--- config.mk ---
export PLATFORM = sky130hd
export DESIGN_NAME = csr_write_arbiter
export DESIGN_NICKNAME = d
export VERILOG_FILES = /design/src/rtl/csr_write_arbiter.sv
export SDC_FILE = /design/constraint.sdc
export NUM_CORES = 1
export LEC_CHECK = 0
export BUFFER_PORTS_ARGS = -buffer_cell sky130_fd_sc_hd__buf_2
export CAP_MARGIN = 0
export CORE_ASPECT_RATIO = 0.9
export CORE_MARGIN = 3
export CORE_UTILIZATION = 38
export CTS_BUF_LIST = sky130_fd_sc_hd__clkbuf_4 sky130_fd_sc_hd__clkbuf_8
export DETAILED_ROUTE_END_ITERATION = 10
export GPL_ROUTABILITY_DRIVEN = 0
export HOLD_SLACK_MARGIN = 0.15
export PLACE_DENSITY = 0.81
export SYNTH_ARGS = -nofsm -noshare
export SYNTH_HDL_FRONTEND = slang
export SYNTH_SLANG_ARGS = --single-unit
--- constraint.sdc ---
create_clock -name clk -period 1.8 [get_ports clk]
set_clock_uncertainty 0.1 [all_clocks]
set_input_delay 0 -clock clk [delete_from_list [all_inputs] [get_ports clk]]
set_output_delay 0 -clock clk [all_outputs]
set_load 0.01 [all_outputs]
--- src/rtl/csr_write_arbiter.sv ---
// CSR bank write arbiter (pipeline vs debug, round-robin) with shadow-mismatch error capture.
// Build option CV32E41S_CSR_SCAN_EN: periodic one-lane scanner; otherwise all flags are OR-reduced every cycle.
module csr_write_arbiter #(
   parameter int NUM_CSR       = 8,
   parameter int WIDTH         = 32,
   parameter int SCAN_INTERVAL = 16,
   parameter int AW            = $clog2(NUM_CSR)
) (
   input  logic               clk,
   input  logic               rst_n,
   input  logic               pipe_req_i,
   input  logic [AW-1:0]      pipe_addr_i,
   input  logic [WIDTH-1:0]   pipe_wdata_i,
   output logic               pipe_gnt_o,
   input  logic               dbg_req_i,
   input  logic [AW-1:0]      dbg_addr_i,
   input  logic [WIDTH-1:0]   dbg_wdata_i,
   output logic               dbg_gnt_o,
   output logic [NUM_CSR-1:0] csr_wr_en_o,
   output logic [WIDTH-1:0]   csr_wr_data_o,
   input  logic [NUM_CSR-1:0] csr_rd_error_i,
   output logic               addr_err_o,
   output logic               err_valid_o,
   output logic [AW-1:0]      err_idx_o,
   output logic               alert_major_o,
   input  logic               err_clear_i
);

   typedef struct packed {
      logic [AW-1:0]    addr;
      logic [WIDTH-1:0] wdata;
   } wr_req_t;

   logic               rr_dbg;
   logic               any_gnt;
   logic               in_range;
   wr_req_t            sel_req;
   logic [NUM_CSR-1:0] dec;

   // rr_dbg=1 means debug wins the next contest
   assign dbg_gnt_o  = dbg_req_i  & (~pipe_req_i | rr_dbg);
   assign pipe_gnt_o = pipe_req_i & (~dbg_req_i  | ~rr_dbg);
   assign any_gnt    = dbg_gnt_o | pipe_gnt_o;

   assign sel_req  = dbg_gnt_o ? wr_req_t'{dbg_addr_i, dbg_wdata_i}
                               : wr_req_t'{pipe_addr_i, pipe_wdata_i};
   assign in_range = (32'(sel_req.addr) < NUM_CSR);

   for (genvar g = 0; g < NUM_CSR; g++) begin : g_dec
      assign dec[g] = (sel_req.addr == AW'(g));
   end

   always_ff @(posedge clk or negedge rst_n) begin
      if (!rst_n) begin
         rr_dbg <= 1'b1;
      end else if (pipe_req_i && dbg_req_i) begin
         rr_dbg <= ~rr_dbg;
      end
   end

   // Out-of-range writes are granted but leave the bank and the data bus alone
   always_ff @(posedge clk or negedge rst_n) begin
      if (!rst_n) begin
         csr_wr_en_o   <= '0;
         csr_wr_data_o <= '0;
         addr_err_o    <= 1'b0;
      end else if (any_gnt) begin
         csr_wr_en_o <= dec;
         addr_err_o  <= ~in_range;
         if (in_range) csr_wr_data_o <= sel_req.wdata;
      end else begin
         csr_wr_en_o <= '0;
         addr_err_o  <= 1'b0;
      end
   end

   logic          hit;
   logic [AW-1:0] hit_idx;

`ifdef CV32E41S_CSR_SCAN_EN
   localparam int CW = (SCAN_INTERVAL > 1) ? $clog2(SCAN_INTERVAL) : 1;

   logic [CW-1:0] scan_cnt;
   logic [AW-1:0] scan_idx;
   logic          scan_tick;
   logic          scan_flag;

   assign scan_tick = (32'(scan_cnt) == SCAN_INTERVAL - 1);

   always_comb begin
      scan_flag = 1'b0;
      for (int i = 0; i < NUM_CSR; i++) begin
         if (scan_idx == AW'(i)) scan_flag = csr_rd_error_i[i];
      end
   end

   always_ff @(posedge clk or negedge rst_n) begin
      if (!rst_n) begin
         scan_cnt <= '0;
         scan_idx <= '0;
      end else if (scan_tick) begin
         scan_cnt <= '0;
         scan_idx <= (32'(scan_idx) == NUM_CSR - 1) ? '0 : scan_idx + AW'(1);
      end else begin
         scan_cnt <= scan_cnt + CW'(1);
      end
   end

   assign hit     = scan_tick & scan_flag;
   assign hit_idx = scan_idx;
`else
   assign hit = |csr_rd_error_i;

   // Descending walk so the lowest set flag is the last assignment
   always_comb begin
      hit_idx = '0;
      for (int i = NUM_CSR - 1; i >= 0; i--) begin
         if (csr_rd_error_i[i]) hit_idx = AW'(i);
      end
   end
`endif

   // A new error beats a simultaneous clear and reloads the index
   always_ff @(posedge clk or negedge rst_n) begin
      if (!rst_n) begin
         alert_major_o <= 1'b0;
         err_valid_o   <= 1'b0;
         err_idx_o     <= '0;
      end else begin
         alert_major_o <= hit;
         if (hit && (!err_valid_o || err_clear_i)) begin
            err_valid_o <= 1'b1;
            err_idx_o   <= hit_idx;
         end else if (err_clear_i) begin
            err_valid_o <= 1'b0;
            err_idx_o   <= '0;
         end
      end
   end

endmodule

; Word-level counts from Yosys, hierarchy flattened
; Index checks and enable logic that the tools add are counted.
[totals]
register_bits = 46
word_cells = 42
output_inout_bits = 48
[op_classes]
mux = 14
reduce_logical = 7
eq_ne = 7
bitwise = 8
[op_table]
columns = operator, n
row1 = 35-bit two-way mux, 1
row2 = 3-bit two-way mux, 10
row3 = "3-bit equality test, second input constant", 4
row4 = 8-bit two-way mux, 1
row5 = 8-bit OR reduction, 1
row6 = "3-bit by 2-bit equality test with 1-bit output, second input constant", 2
row7 = "3-bit by 1-bit equality test with 1-bit output, second input constant", 1
row8 = 3-bit zero test, 1
row9 = 1-bit NOT, 3
row10 = 1-bit OR, 3
row11 = 1-bit AND, 2
row12 = 1-bit logical AND, 2
row13 = 1-bit two-way mux, 2
row14 = 2-bit nonzero test, 1
row15 = 1-bit zero test, 1
row16 = 1-bit logical OR, 1

; Longest topological paths before layout
[logic_depth]
depth_word = 9
mapped_depth = 6

; Worst setup path before layout
; No wires, ideal clock.
[synth_path]
kind = register to register
start = register rr_dbg
end = register csr_wr_en_o[5]
setup_ns = 0.134
path_stages_with_launch = 6
n_path_buf = 0
arrival_time_ns = 1.156
path_slack_ns = 0.410
path_cell_list = dfstp_2 > nand2_2 > nand2_1 > inv_1 > a22oi_2 > nor3_1
[synth_via]
elab_chain_len = 5
word_cells_on_any_way = 9
classes_between = eq/ne: 1 / mux: 2 / bitwise: 6
[synth_rtl]
columns = element, line
row1 = start: declaration, 34  ; logic rr_dbg;
row2 = start signal: assignment, 57  ; rr_dbg <= ~rr_dbg;
row3 = 1-bit NOT, 42  ; assign pipe_gnt_o = pipe_req_i & (~dbg_req_i | ~rr_dbg);
row4 = 1-bit OR, 42
row5 = 1-bit AND, 42
row6 = net pipe_gnt_o, 14  ; output logic pipe_gnt_o,
row7 = 1-bit OR, 43  ; assign any_gnt = dbg_gnt_o | pipe_gnt_o;
row8 = 8-bit two-way mux, 67  ; end else if (any_gnt) begin
row9 = end signal: assignment, 64  ; csr_wr_en_o <= '0;
row10 = end signal: assignment, 68  ; csr_wr_en_o <= dec;
row11 = end signal: assignment, 72  ; csr_wr_en_o <= '0;
row12 = end: declaration, 19  ; output logic [NUM_CSR-1:0] csr_wr_en_o,
; The timed path passes the listed nets, and every way through them passes these cells.
; A chain may end at the register's enable or synchronous reset.

; Final worst setup path
[layout_path]
start = input port csr_rd_error_i[2]
end = register err_idx_o[2]
[layout_via]
elab_chain_len = 4
word_cells_on_any_way = 7
classes_between = mux: 4 / reduce/logical: 3
[layout_rtl]
columns = element, line
row1 = start: declaration, 21  ; input logic [NUM_CSR-1:0] csr_rd_error_i,
row2 = 3-bit two-way mux (3 in a row), 118  ; if (csr_rd_error_i[i]) hit_idx = AW'(i);
row3 = 3-bit two-way mux, 131  ; if (hit && (!err_valid_o || err_clear_i)) begin
row4 = end signal: assignment, 133  ; err_idx_o <= hit_idx;
row5 = end: declaration, 24  ; output logic [AW-1:0] err_idx_o,
; Several ways; a longest one is shown, not always the timed one.

==> out/summary.txt <==
Hold Vio Cnt, Final - 0
Root cell of the clock tree - clkbuf_8
Cell Area, Synth - 2360 sq um
Setup ws final - 76.5 ps
Leakage power - 1.97 nW
Port Buffer Count - 129
CP required - 1920 ps
Crit-path max FO - 4
H-tree levels - 2
Power Density - 811 nW/um^2
Die X - 89.0 um
Io pins - 131
Clk_lat worst skew - 290 ps
Fmax - 580 MHz
Starting density of the core - 40.3%
Min Tclk post-route - 1720 ps
Share of post-route cells with drive strength above 1 - 44.5%
Drt via density - 5.29
Adder-Cell Fraction of Synth Area - 0%
Total power - 3.26 mW
First-pass GRT wire length - 13200 um
Crit path arrival time - 1840 ps
Period utilization - 95.8%
Hold WS - 145 ps
Synth Area in Simple Gates - 12.0%
Final Slew Violations - 0
Worst hold path type - input port to async pin
Vias in the first global route - 2770
Synth warn - 0
Avg WL per Cell - 17.5 um
Worst Tran Pin Value - 585 ps
Die Area - 7190 sq um
GRT Overall Usage - 24.0%
Synth cell types - 27
WL final - 8510 um
Clk buf depth - 2
Largest family of logic cells by synthesized area - compound AO/OA/AOI/OAI gates
GRT Residual Overflow - 0
Gate Count Post-Synth - 203
Detailed placement HPWL - 4680 um
Critical path class - input port to flip-flop
Rows - 26
Post-DP Area - 3080 sq um
Sequential-to-total area share from yosys stat - 48.9%
Xor and xnor area share after synthesis - 0.371%
Final instance area - 4020 sq um
# DRC - 0
Clock transition at path regs - 80 ps
Worst rel slew slack - 61.0%
Post-synthesis register bit count - 46
Compound-Gate Fraction of Synth Area - 19.0%
Detailed-route via count - 2578
Core Area - 5860 sq um
Critical Path Sink Type - flip-flop
Status - finished, final reports clean
Setup tns final - 0 ps
DRT antenna net count - 0
Peak supply drop - 0.438 mV
CTS tree - yes
DR iter-0 viols - 82
Post-Synthesis Net Count - 286
DRT Pass-1 Iters - 4
Final setup viols - 0
Initial antenna violation count - 0
RSZ-0062 raised after global routing - false
Area growth syn-to-layout - 70.4%
Largest net degree at the start of global routing - 33
Die H - 80.7 um
CTS Buf Count - 5
Clock sinks - 46
Dpl ws - 203 ps
NumNets Final - 498
Max Cap Viol - 0
Mux contribution to synthesized area - 15.4%
CP Launch Type - input port
Average cell area after synthesis - 11.6 sq um
where the power goes:
part	switching (mW)	total (mW)	leakage (nW)	internal (mW)
clock network	0.321	0.643	0.0498	0.322
logic	0.597	1.24	1.38	0.640
registers	0.128	1.38	0.543	1.25
area by class of cell:
cell class / instances / area [sq um]
Sequential cell: 46 / 1150
Inverter: 4 / 15.0
Antenna cell: 1 / 2.50
Fill cell: 439 / 1840
Clock buffer: 8 / 91.3
Tap cell: 70 / 87.6
Timing Repair Buffer: 219 / 1560
Multi-Input combinational cell: 139 / 1110
per-layer routing:
layer | wire length, um | GRT usage (%) | vias up | part of all wire (%)
li1 | - | - | 1194 | -
met1 | 3240 | 25.7 | 1235 | 38
met2 | 4430 | 44.1 | 117 | 52
met3 | 556 | 5.38 | 32 | 6.5
met4 | 278 | 11.8 | 0 | 3.3
met5 | 0 | 0 | - | 0
cells in the mapped netlist (all sizes together):
cell type	number	area share (%)
buf	8	2.5
nor2b	3	0.80
nor3b	1	0.32
conb	1	0.16
mux2i	34	14
clkbuf	6	0.95
dfrtp	45	48
o21ai	6	1.8
nand2	36	5.8
o311ai	1	0.37
inv	4	0.64
mux2	2	0.95
nand2b	2	0.53
a21o	1	0.32
a22oi	1	0.53
nand3b	1	0.32
a21oi	2	0.42
xnor2	1	0.37
nor4	2	1.8
o221a	32	15
nor2	2	0.32
nor3	10	2.1
dfstp	1	1.1
o22a	1	0.37
layout by cell type (no fill, tap or decap):
cell type and instances:
nor3b_1 1, nand2_2 1, o221a_2 32, buf_2 129
xnor2_1 1, buf_4 4, clkbuf_8 5, nor4_4 2
nor2b_1 3, conb_1 1, nand2b_1 2, o21ai_1 1
mux2_2 2, nor3_1 9, diode_2 1, clkbuf_4 3
inv_2 1, a21o_1 1, o22a_1 1, nor3_2 1
dlygate4sd3_1 84, inv_1 3, mux2i_1 34, a22oi_2 1
o21ai_4 1, a21oi_1 2, buf_12 2, dfstp_2 1
nor2_1 2, o311ai_0 1, nand2_1 35, nand3b_1 1
dfrtp_1 45, o21ai_0 4
through the flow:
step                utilization, %  instances
detailed placement            52.6        394
floorplan                        -        203
global route                  68.6        486
CTS                           68.5        486
global placement              52.6        394
finish                        68.6        487
worst max-delay path, stage by stage:
cell,delay [ps]
dlygate4sd3_1,550
buf_2,160
nor4_4,270
dlygate4sd3_1,650
nand2b_1,60
o21ai_0,130
timing repair:
| item | in CTS | in global routing |
|---|---|---|
| resized for setup | 0 | 2 |
| hold buffers | 84 | 0 |
| setup buffers | 0 | 0 |
| setup endpoints to repair | 0 | 1 |
| hold endpoints to repair | 91 | 0 |
state kept, by name, indices dropped and copies added (netlist names):
name           flops
csr_wr_data_o     32
alert_major_o      1
rr_dbg             1
err_idx_o          3
err_valid_o        1
csr_wr_en_o        8
cells by family (layout without fill, tap and decap cells):
| group | Yosys count | in the layout |
|---|---|---|
| AO/OA/AOI/OAI | 44 | 44 |
| AND/OR/NAND/NOR | 57 | 57 |
| other | 1 | 2 |
| buffers and inverters | 18 | 231 |
| flip-flops | 46 | 46 |
| XOR/XNOR | 1 | 1 |
| multiplexers | 36 | 36 |
final timing paths:
kind / start / end / slack [ps] / depth (start not counted)
setup / recovery: csr_rd_error_i[2] / err_idx_o[2]$_DFFE_PN0P_ / 80 / 6
hold / removal: rst_n / csr_wr_data_o[13]$_DFFE_PN0P_ / 140 / 2
setup reg to reg: rr_dbg$_DFFE_PN1P_ / csr_wr_data_o[2]$_DFFE_PN0P_ / 190 / 4
hold reg to reg: rr_dbg$_DFFE_PN1P_ / rr_dbg$_DFFE_PN1P_ / 430 / 1
max in group asynchronous: rst_n / rr_dbg$_DFFE_PN1P_ / 850 / 3
min in group clk: dbg_req_i / csr_wr_data_o[5]$_DFFE_PN0P_ / 190 / 4
(Power assumes the default switching activity.)
